### src/rtl/tetris_pkg.sv
// ============================================================================
// tetris_pkg : button bit map, tetrimino type codes, lateral-conflict filter
// Rev 1.0
// ============================================================================
`default_nettype none

package tetris_pkg;

    localparam int NUM_BTN = 5;

    localparam int RIGHT  = 0;
    localparam int LEFT   = 1;
    localparam int DOWN   = 2;
    localparam int ROTATE = 3;
    localparam int START  = 4;

    localparam logic [2:0] TYPE_I = 3'd0;
    localparam logic [2:0] TYPE_O = 3'd1;
    localparam logic [2:0] TYPE_T = 3'd2;
    localparam logic [2:0] TYPE_S = 3'd3;
    localparam logic [2:0] TYPE_Z = 3'd4;
    localparam logic [2:0] TYPE_J = 3'd5;
    localparam logic [2:0] TYPE_L = 3'd6;

    // Opposed lateral moves cancel each other; other bits pass through.
    function automatic logic [NUM_BTN-1:0] filter_lateral(input logic [NUM_BTN-1:0] ev);
        logic [NUM_BTN-1:0] f;
        f = ev;
        if (ev[RIGHT] && ev[LEFT]) begin
            f[RIGHT] = 1'b0;
            f[LEFT]  = 1'b0;
        end
        return f;
    endfunction

endpackage

`default_nettype wire

### src/rtl/button_debounce.sv
// ============================================================================
// button_debounce : 2-flop synchroniser, stability counter, press pulse
// Rev 1.0
// ============================================================================
`default_nettype none

module button_debounce #(
    parameter logic [15:0] DEBOUNCE_CYCLES = 16'd50000
) (
    input  logic clock,
    input  logic reset,
    input  logic raw,
    output logic level,
    output logic press
);

    logic        r_sync1;
    logic        r_sync2;
    logic        r_level;
    logic        r_press;
    logic [15:0] r_count;
    logic        w_differ;
    logic        w_expired;

    assign w_differ  = (r_sync2 != r_level);
    assign w_expired = (r_count == DEBOUNCE_CYCLES - 16'd1);

    always_ff @(posedge clock or posedge reset) begin
        if (reset) begin
            r_sync1 <= 1'b0;
            r_sync2 <= 1'b0;
            r_level <= 1'b0;
            r_press <= 1'b0;
            r_count <= 16'd0;
        end else begin
            r_sync1 <= raw;
            r_sync2 <= r_sync1;
            r_press <= 1'b0;
            if (!w_differ) begin
                r_count <= 16'd0;
            end else if (w_expired) begin
                // Level accepted; the pulse coincides with the first cycle of the new level.
                r_count <= 16'd0;
                r_level <= r_sync2;
                r_press <= r_sync2;
            end else begin
                r_count <= r_count + 16'd1;
            end
        end
    end

    assign level = r_level;
    assign press = r_press;

endmodule

`default_nettype wire

### src/rtl/input_conditioner.sv
// ============================================================================
// input_conditioner : debounced buttons -> per-frame operation vector.
// Optional auto-repeat on RIGHT/LEFT/DOWN under macro INPUT_AUTOREPEAT_EN.
// Rev 1.0
// ============================================================================
`default_nettype none

module input_conditioner
    import tetris_pkg::*;
#(
    parameter logic [15:0] DEBOUNCE_CYCLES = 16'd50000,
    parameter logic [5:0]  REPEAT_DELAY    = 6'd12,
    parameter logic [5:0]  REPEAT_RATE     = 6'd3
) (
    input  logic               clock,
    input  logic               reset,
    input  logic [NUM_BTN-1:0] btn_raw,
    input  logic               vsync,
    output logic [NUM_BTN-1:0] operation,
    output logic               frame_tick
);

    logic [NUM_BTN-1:0] w_level;
    logic [NUM_BTN-1:0] w_press;
    logic [NUM_BTN-1:0] w_repeat;
    logic [NUM_BTN-1:0] w_events;
    logic               w_latch;

    logic               r_vs_sync1;
    logic               r_vs_sync2;
    logic               r_vs_prev;
    logic [NUM_BTN-1:0] r_pending;
    logic [NUM_BTN-1:0] r_operation;
    logic               r_frame_tick;

    for (genvar i = 0; i < NUM_BTN; i++) begin : g_btn
        button_debounce #(
            .DEBOUNCE_CYCLES(DEBOUNCE_CYCLES)
        ) u_debounce (
            .clock(clock),
            .reset(reset),
            .raw  (btn_raw[i]),
            .level(w_level[i]),
            .press(w_press[i])
        );
    end

    assign w_latch = r_vs_sync2 & ~r_vs_prev;

`ifdef INPUT_AUTOREPEAT_EN
    // RIGHT, LEFT and DOWN occupy the low bits, so repeat covers [DOWN:0].
    localparam int NUM_REP = DOWN + 1;

    for (genvar i = 0; i < NUM_REP; i++) begin : g_repeat
        logic [5:0] r_count;
        logic [5:0] w_next;
        logic       w_hit;

        assign w_next = (r_count == 6'h3f) ? r_count : r_count + 6'd1;
        assign w_hit  = w_latch & w_level[i] & ~w_press[i] & (w_next == REPEAT_DELAY);
        assign w_repeat[i] = w_hit;

        always_ff @(posedge clock or posedge reset) begin
            if (reset) begin
                r_count <= 6'd0;
            end else if (w_press[i] || !w_level[i]) begin
                r_count <= 6'd0;
            end else if (w_latch) begin
                r_count <= w_hit ? (REPEAT_DELAY - REPEAT_RATE) : w_next;
            end
        end
    end

    assign w_repeat[NUM_BTN-1:NUM_REP] = '0;
`else
    logic w_unused_repeat_cfg;

    assign w_repeat            = '0;
    assign w_unused_repeat_cfg = ^{REPEAT_DELAY, REPEAT_RATE};
`endif

    assign w_events = w_press | w_repeat;

    always_ff @(posedge clock or posedge reset) begin
        if (reset) begin
            r_vs_sync1   <= 1'b0;
            r_vs_sync2   <= 1'b0;
            r_vs_prev    <= 1'b0;
            r_pending    <= '0;
            r_operation  <= '0;
            r_frame_tick <= 1'b0;
        end else begin
            r_vs_sync1   <= vsync;
            r_vs_sync2   <= r_vs_sync1;
            r_vs_prev    <= r_vs_sync2;
            r_frame_tick <= w_latch;
            if (w_latch) begin
                // Events arriving on the latch cycle seed the next frame's pending.
                r_operation <= filter_lateral(r_pending);
                r_pending   <= w_events;
            end else begin
                r_pending   <= r_pending | w_events;
            end
        end
    end

    assign operation  = r_operation;
    assign frame_tick = r_frame_tick;

endmodule

`default_nettype wire
### config.mk
export PLATFORM = sky130hd
export DESIGN_NAME = input_conditioner
export DESIGN_NICKNAME = d
export VERILOG_FILES = /design/src/rtl/tetris_pkg.sv /design/src/rtl/button_debounce.sv /design/src/rtl/input_conditioner.sv
export SDC_FILE = /design/constraint.sdc
export NUM_CORES = 1
export LEC_CHECK = 0
export ABC_AREA = 1
export CAP_MARGIN = 20
export CORE_ASPECT_RATIO = 1.75
export CORE_UTILIZATION = 40
export DETAILED_ROUTE_END_ITERATION = 8
export SKIP_CTS_REPAIR_TIMING = 1
export SYNTH_ARGS = -nofsm -noshare
export SYNTH_HDL_FRONTEND = slang
export SYNTH_SLANG_ARGS = --single-unit
### constraint.sdc
create_clock -name clock -period 4 [get_ports clock]
set_input_delay 0.4 -clock clock [delete_from_list [all_inputs] [get_ports clock]]
set_output_delay 0.4 -clock clock [all_outputs]
set_load 0.01 [all_outputs]
==> metrics.txt <==
# TYPE chip_impl_metric gauge
chip_impl_metric{name="synth_fp_nets",unit=""} 690
chip_impl_metric{name="fin_tns_setup",unit="ns"} 0
chip_impl_metric{name="num-fill-cells",unit=""} 1299
chip_impl_metric{name="htreeDepth",unit=""} 4
chip_impl_info{name="path_cells",value="clkdlybuf4s50_1"} 1
chip_impl_info{name="critPathCaptureType",value="primary output"} 1
chip_impl_info{name="top_layer_used",value="met4"} 1
chip_impl_metric{name="drc_errors",unit=""} 0
chip_impl_metric{name="io_buffers",unit=""} 13
chip_impl_info{name="cts_tree",value="yes"} 1
chip_impl_info{name="synth-main-ff-cell",value="dfrtp_1"} 1
chip_impl_metric{name="horizontal_extent_of_the_die",unit="microns"} 91.41
chip_impl_metric{name="drv_cap",unit=""} 0
chip_impl_info{name="crit_path_start_kind",value="register"} 1
chip_impl_metric{name="synth_async_sr_flop_share",unit=""} 1.000
chip_impl_metric{name="max_slew_margin",unit=""} 0.3856
chip_impl_metric{name="maxSlewViolCount",unit=""} 0
chip_impl_metric{name="cts.sinks",unit=""} 114
chip_impl_metric{name="cp.buffers_inverters",unit=""} 1
chip_impl_metric{name="drt_pre_antenna_iters",unit=""} 5
chip_impl_metric{name="setup.reg_to_reg.worst_slack",unit="ns"} 2.55
chip_impl_metric{name="power_density",unit="mW/mm^2"} 411.5
chip_impl_metric{name="slowest_delay",unit="ns"} 0.54
chip_impl_info{name="run_status",value="completed"} 1
chip_impl_metric{name="boundaryPins",unit=""} 14
chip_impl_metric{name="netlist_area",unit="sq mm"} 0.005595
chip_impl_metric{name="initial_utilization",unit=""} 0.4138
chip_impl_metric{name="die_height",unit="microns"} 158.5
chip_impl_metric{name="cts-buffers-inserted",unit=""} 17
chip_impl_metric{name="final_min_period_over_clock_period",unit=""} 0.4219
chip_impl_metric{name="clock_path_buffers",unit=""} 2
chip_impl_metric{name="layout.core_utilization",unit=""} 0.4826
chip_impl_metric{name="overflow",unit=""} 0
chip_impl_metric{name="ys_seq_area_frac",unit=""} 0.5098
chip_impl_info{name="critPathKind",value="reg2out"} 1
chip_impl_metric{name="wl_met2",unit="mm"} 6.027
chip_impl_info{name="setup_repair_after_global_routing_missed_its_margin",value="false"} 1
chip_impl_metric{name="number_of_vias_per_cell_after_detailed_routing",unit=""} 4.852
chip_impl_metric{name="timing.final.crit_period",unit="ns"} 1.688
chip_impl_metric{name="avg_inst_size_synth",unit="sq um"} 8.265
chip_impl_metric{name="first_pass_grt_wire_length",unit="mm"} 19.46
chip_impl_metric{name="synth_enable_flop_cells",unit=""} 0
chip_impl_info{name="rr_startpoint",value="g_btn[3].u_debounce.r_count[0]$_DFF_PP0_"} 1
chip_impl_info{name="worstSetupStartpoint",value="operation[2]$_DFFE_PP0P_"} 1
chip_impl_info{name="min-delay-path-class",value="reg2reg"} 1
chip_impl_metric{name="number_of_global_route_vias_before_repair",unit=""} 4501
chip_impl_metric{name="antenna_found_initial",unit=""} 0
chip_impl_info{name="worst_hold_startpoint",value="g_btn[2].u_debounce.r_sync1$_DFF_PP0_"} 1
chip_impl_metric{name="maximum_number_of_pins_on_one_net_before_global_route_repair",unit=""} 77
chip_impl_metric{name="worst_setup_hold_path_clk_slew",unit="ns"} 0.06
chip_impl_metric{name="synth_seq_cells",unit=""} 114
chip_impl_metric{name="number_of_endpoints_with_negative_hold_slack_in_the_final_report",unit=""} 0
chip_impl_metric{name="die_area",unit="sq mm"} 0.01448
chip_impl_metric{name="fmaxAchievable",unit="GHz"} 0.5926
chip_impl_metric{name="met3RoutedLength",unit="microns"} 306
chip_impl_info{name="critical_path.top_delay_family",value="buffers and inverters"} 1
chip_impl_metric{name="crit_fanout",unit=""} 2
chip_impl_metric{name="static-leakage-power",unit="uW"} 0.002973
chip_impl_metric{name="drt_iter0_drc",unit=""} 152
chip_impl_metric{name="detail_route.wirelength.met1",unit="mm"} 4.466
chip_impl_metric{name="vias",unit=""} 4357
chip_impl_metric{name="drt-wirelength-per-cell",unit="microns"} 12.38
chip_impl_metric{name="vdd_ir_drop_max",unit="V"} 0.0002532
chip_impl_metric{name="post_drt_antenna_nets",unit=""} 0
chip_impl_metric{name="antenna_diodes",unit=""} 0
chip_impl_metric{name="fin_nets",unit=""} 724
chip_impl_metric{name="worst-endpoint-required",unit="ns"} 3.60
chip_impl_metric{name="dpl.hpwl",unit="mm"} 8.122
chip_impl_metric{name="synth_cells",unit=""} 677
chip_impl_metric{name="postLayoutCellArea",unit="sq mm"} 0.006526
chip_impl_info{name="slowest_cell_on_the_critical_path",value="clkdlybuf4s50_1"} 1
chip_impl_metric{name="setup-violations-final",unit=""} 0
chip_impl_metric{name="core_area",unit="sq mm"} 0.01352
chip_impl_metric{name="core.rowCount",unit=""} 56
chip_impl_metric{name="grt_usage",unit=""} 0.1704
chip_impl_metric{name="synth_cell_type_count",unit=""} 27
chip_impl_metric{name="syn_warnings",unit=""} 0
chip_impl_metric{name="skew",unit="ns"} 0.008987
chip_impl_metric{name="share_of_layout_cells_above_drive_strength_1",unit=""} 0.09945
chip_impl_metric{name="gpl.final_weighted_congestion",unit=""} 0.9074
chip_impl_info{name="ctsRootBufferMaster",value="clkbuf_16"} 1
chip_impl_metric{name="worst_pin_slew",unit="ns"} 0.9216
chip_impl_metric{name="flow.area_growth_from_synthesis",unit="%"} 16.64
chip_impl_metric{name="wirelength",unit="mm"} 11.12
chip_impl_metric{name="clkLatencyLatePin",unit="ns"} 0.41
chip_impl_metric{name="timing.critical_path.arrival",unit="ns"} 1.29
chip_impl_metric{name="place_area",unit="sq mm"} 0.005961
## routing by layer
metal	vias to the layer above	GRT usage
li1	2191	-
met1	2080	0.1707
met2	62	0.3222
met3	24	0.04202
met4	0	0.08768
met5	-	0
## stage by stage
| step | setup slack [ns] | total power [uW] | hold slack, ns | instances |
|---|---|---|---|---|
| final | 2.312 | 2686 | 0.3484 | 898 |
| after global routing | 2.251 | 2792 | 0.3573 | 898 |
| after CTS | 2.288 | 2726 | 0.3511 | 898 |
| after detailed placement | 2.096 | 1299 | 0.3387 | 866 |
| after global placement | 2.115 | 1296 | 0.3345 | 866 |
| after floorplan | 0.5843 | 1268 | 0.3312 | 677 |
## state kept, by name, summed over array words and instances, names as in the netlist
name and cells:
g_btn.u_debounce.r_sync2 5, r_pending 5, r_vs_prev 1, g_btn.u_debounce.level 5
g_btn.u_debounce.r_sync1 5, frame_tick 1, operation 5, r_vs_sync1 1
r_vs_sync2 1, g_btn.u_debounce.press 5, g_btn.u_debounce.r_count 80
## final timing paths
| check | cells after the start | to |
|---|---|---|
| max in group asynchronous | 3 | g_btn[1].u_debounce.r_count[1]$_DFF_PP0_ |
| max reg2reg | 6 | g_btn[3].u_debounce.r_count[8]$_DFF_PP0_ |
| max | 1 | operation[2] |
| min | 0 | g_btn[2].u_debounce.r_sync2$_DFF_PP0_ |
| min reg2reg | 0 | g_btn[2].u_debounce.r_sync2$_DFF_PP0_ |
| min in group asynchronous | 2 | g_btn[2].u_debounce.r_count[0]$_DFF_PP0_ |
## cells by family (layout without fill, tap and decap cells)
kind of cell / count (synthesis) / in the layout / synth area share
DFF: 114 / 114 / 0.5098
and+or+nand+nor: 397 / 397 / 0.3097
xor gates and xnor gates: 44 / 44 / 0.07558
AOI/OAI and AO/OA: 38 / 38 / 0.04070
adders and majority gates: 5 / 5 / 0.01118
buffers and inverters: 79 / 126 / 0.05300
## cell type report
cell class / instances / area [sq um] / share of cell area
Inverter: 79 / 299.0 / 0.04582
Clock buffer: 20 / 456.7 / 0.06998
Clock inverter: 12 / 108.9 / 0.01668
Tap cell: 174 / 217.7 / 0.03336
Sequential cell: 114 / 2853 / 0.4371
Timing Repair Buffer: 15 / 145.1 / 0.02224
Multi-Input combinational cell: 484 / 2446 / 0.3748
## cells in the final DEF, fill, tap and decap left out, types with 2 or more instances in the layout
| cell type | instances |
|---|---|
| nor2_1 | 165 |
| nand2_1 | 126 |
| dfrtp_1 | 114 |
| inv_1 | 75 |
| nand3_1 | 57 |
| xor2_1 | 25 |
| clkbuf_16 | 17 |
| xnor2_1 | 14 |
| clkdlybuf4s50_1 | 13 |
| nand4_1 | 12 |
| o21bai_1 | 10 |
| nand2_2 | 9 |
| a21oi_1 | 9 |
| nor2_2 | 9 |
| nand3_2 | 8 |
| o21ai_0 | 7 |
| a31oi_1 | 6 |
| xor2_2 | 5 |
| nor3_1 | 5 |
| ha_1 | 5 |
| clkinvlp_4 | 5 |
| o21ai_1 | 4 |
| clkinv_2 | 3 |
| o31ai_1 | 2 |
| nor3_2 | 2 |
| inv_2 | 2 |
| clkbuf_8 | 2 |
| clkinv_4 | 2 |
| buf_4 | 2 |
## where the power goes
part	total, uW	internal [uW]	switching (uW)
clock	1410	884	525
sequential	1190	1170	18.5
combinational	83.6	27.2	56.4
## synthesized netlist by cell type (all sizes together) (2+ instances only)
library cell | instances | area share
a31oi | 6 | 0.0067
nor3 | 7 | 0.0080
o31ai | 2 | 0.0027
ha | 5 | 0.011
xnor2 | 14 | 0.022
xor2 | 30 | 0.054
nand2 | 136 | 0.097
o21ai | 11 | 0.0098
nand3 | 65 | 0.065
nand4 | 12 | 0.013
a21oi | 9 | 0.0080
nor2 | 175 | 0.12
o21bai | 10 | 0.013
inv | 78 | 0.052
dfrtp | 114 | 0.51
No activity file was read; power rests on OpenSTA's default activity.
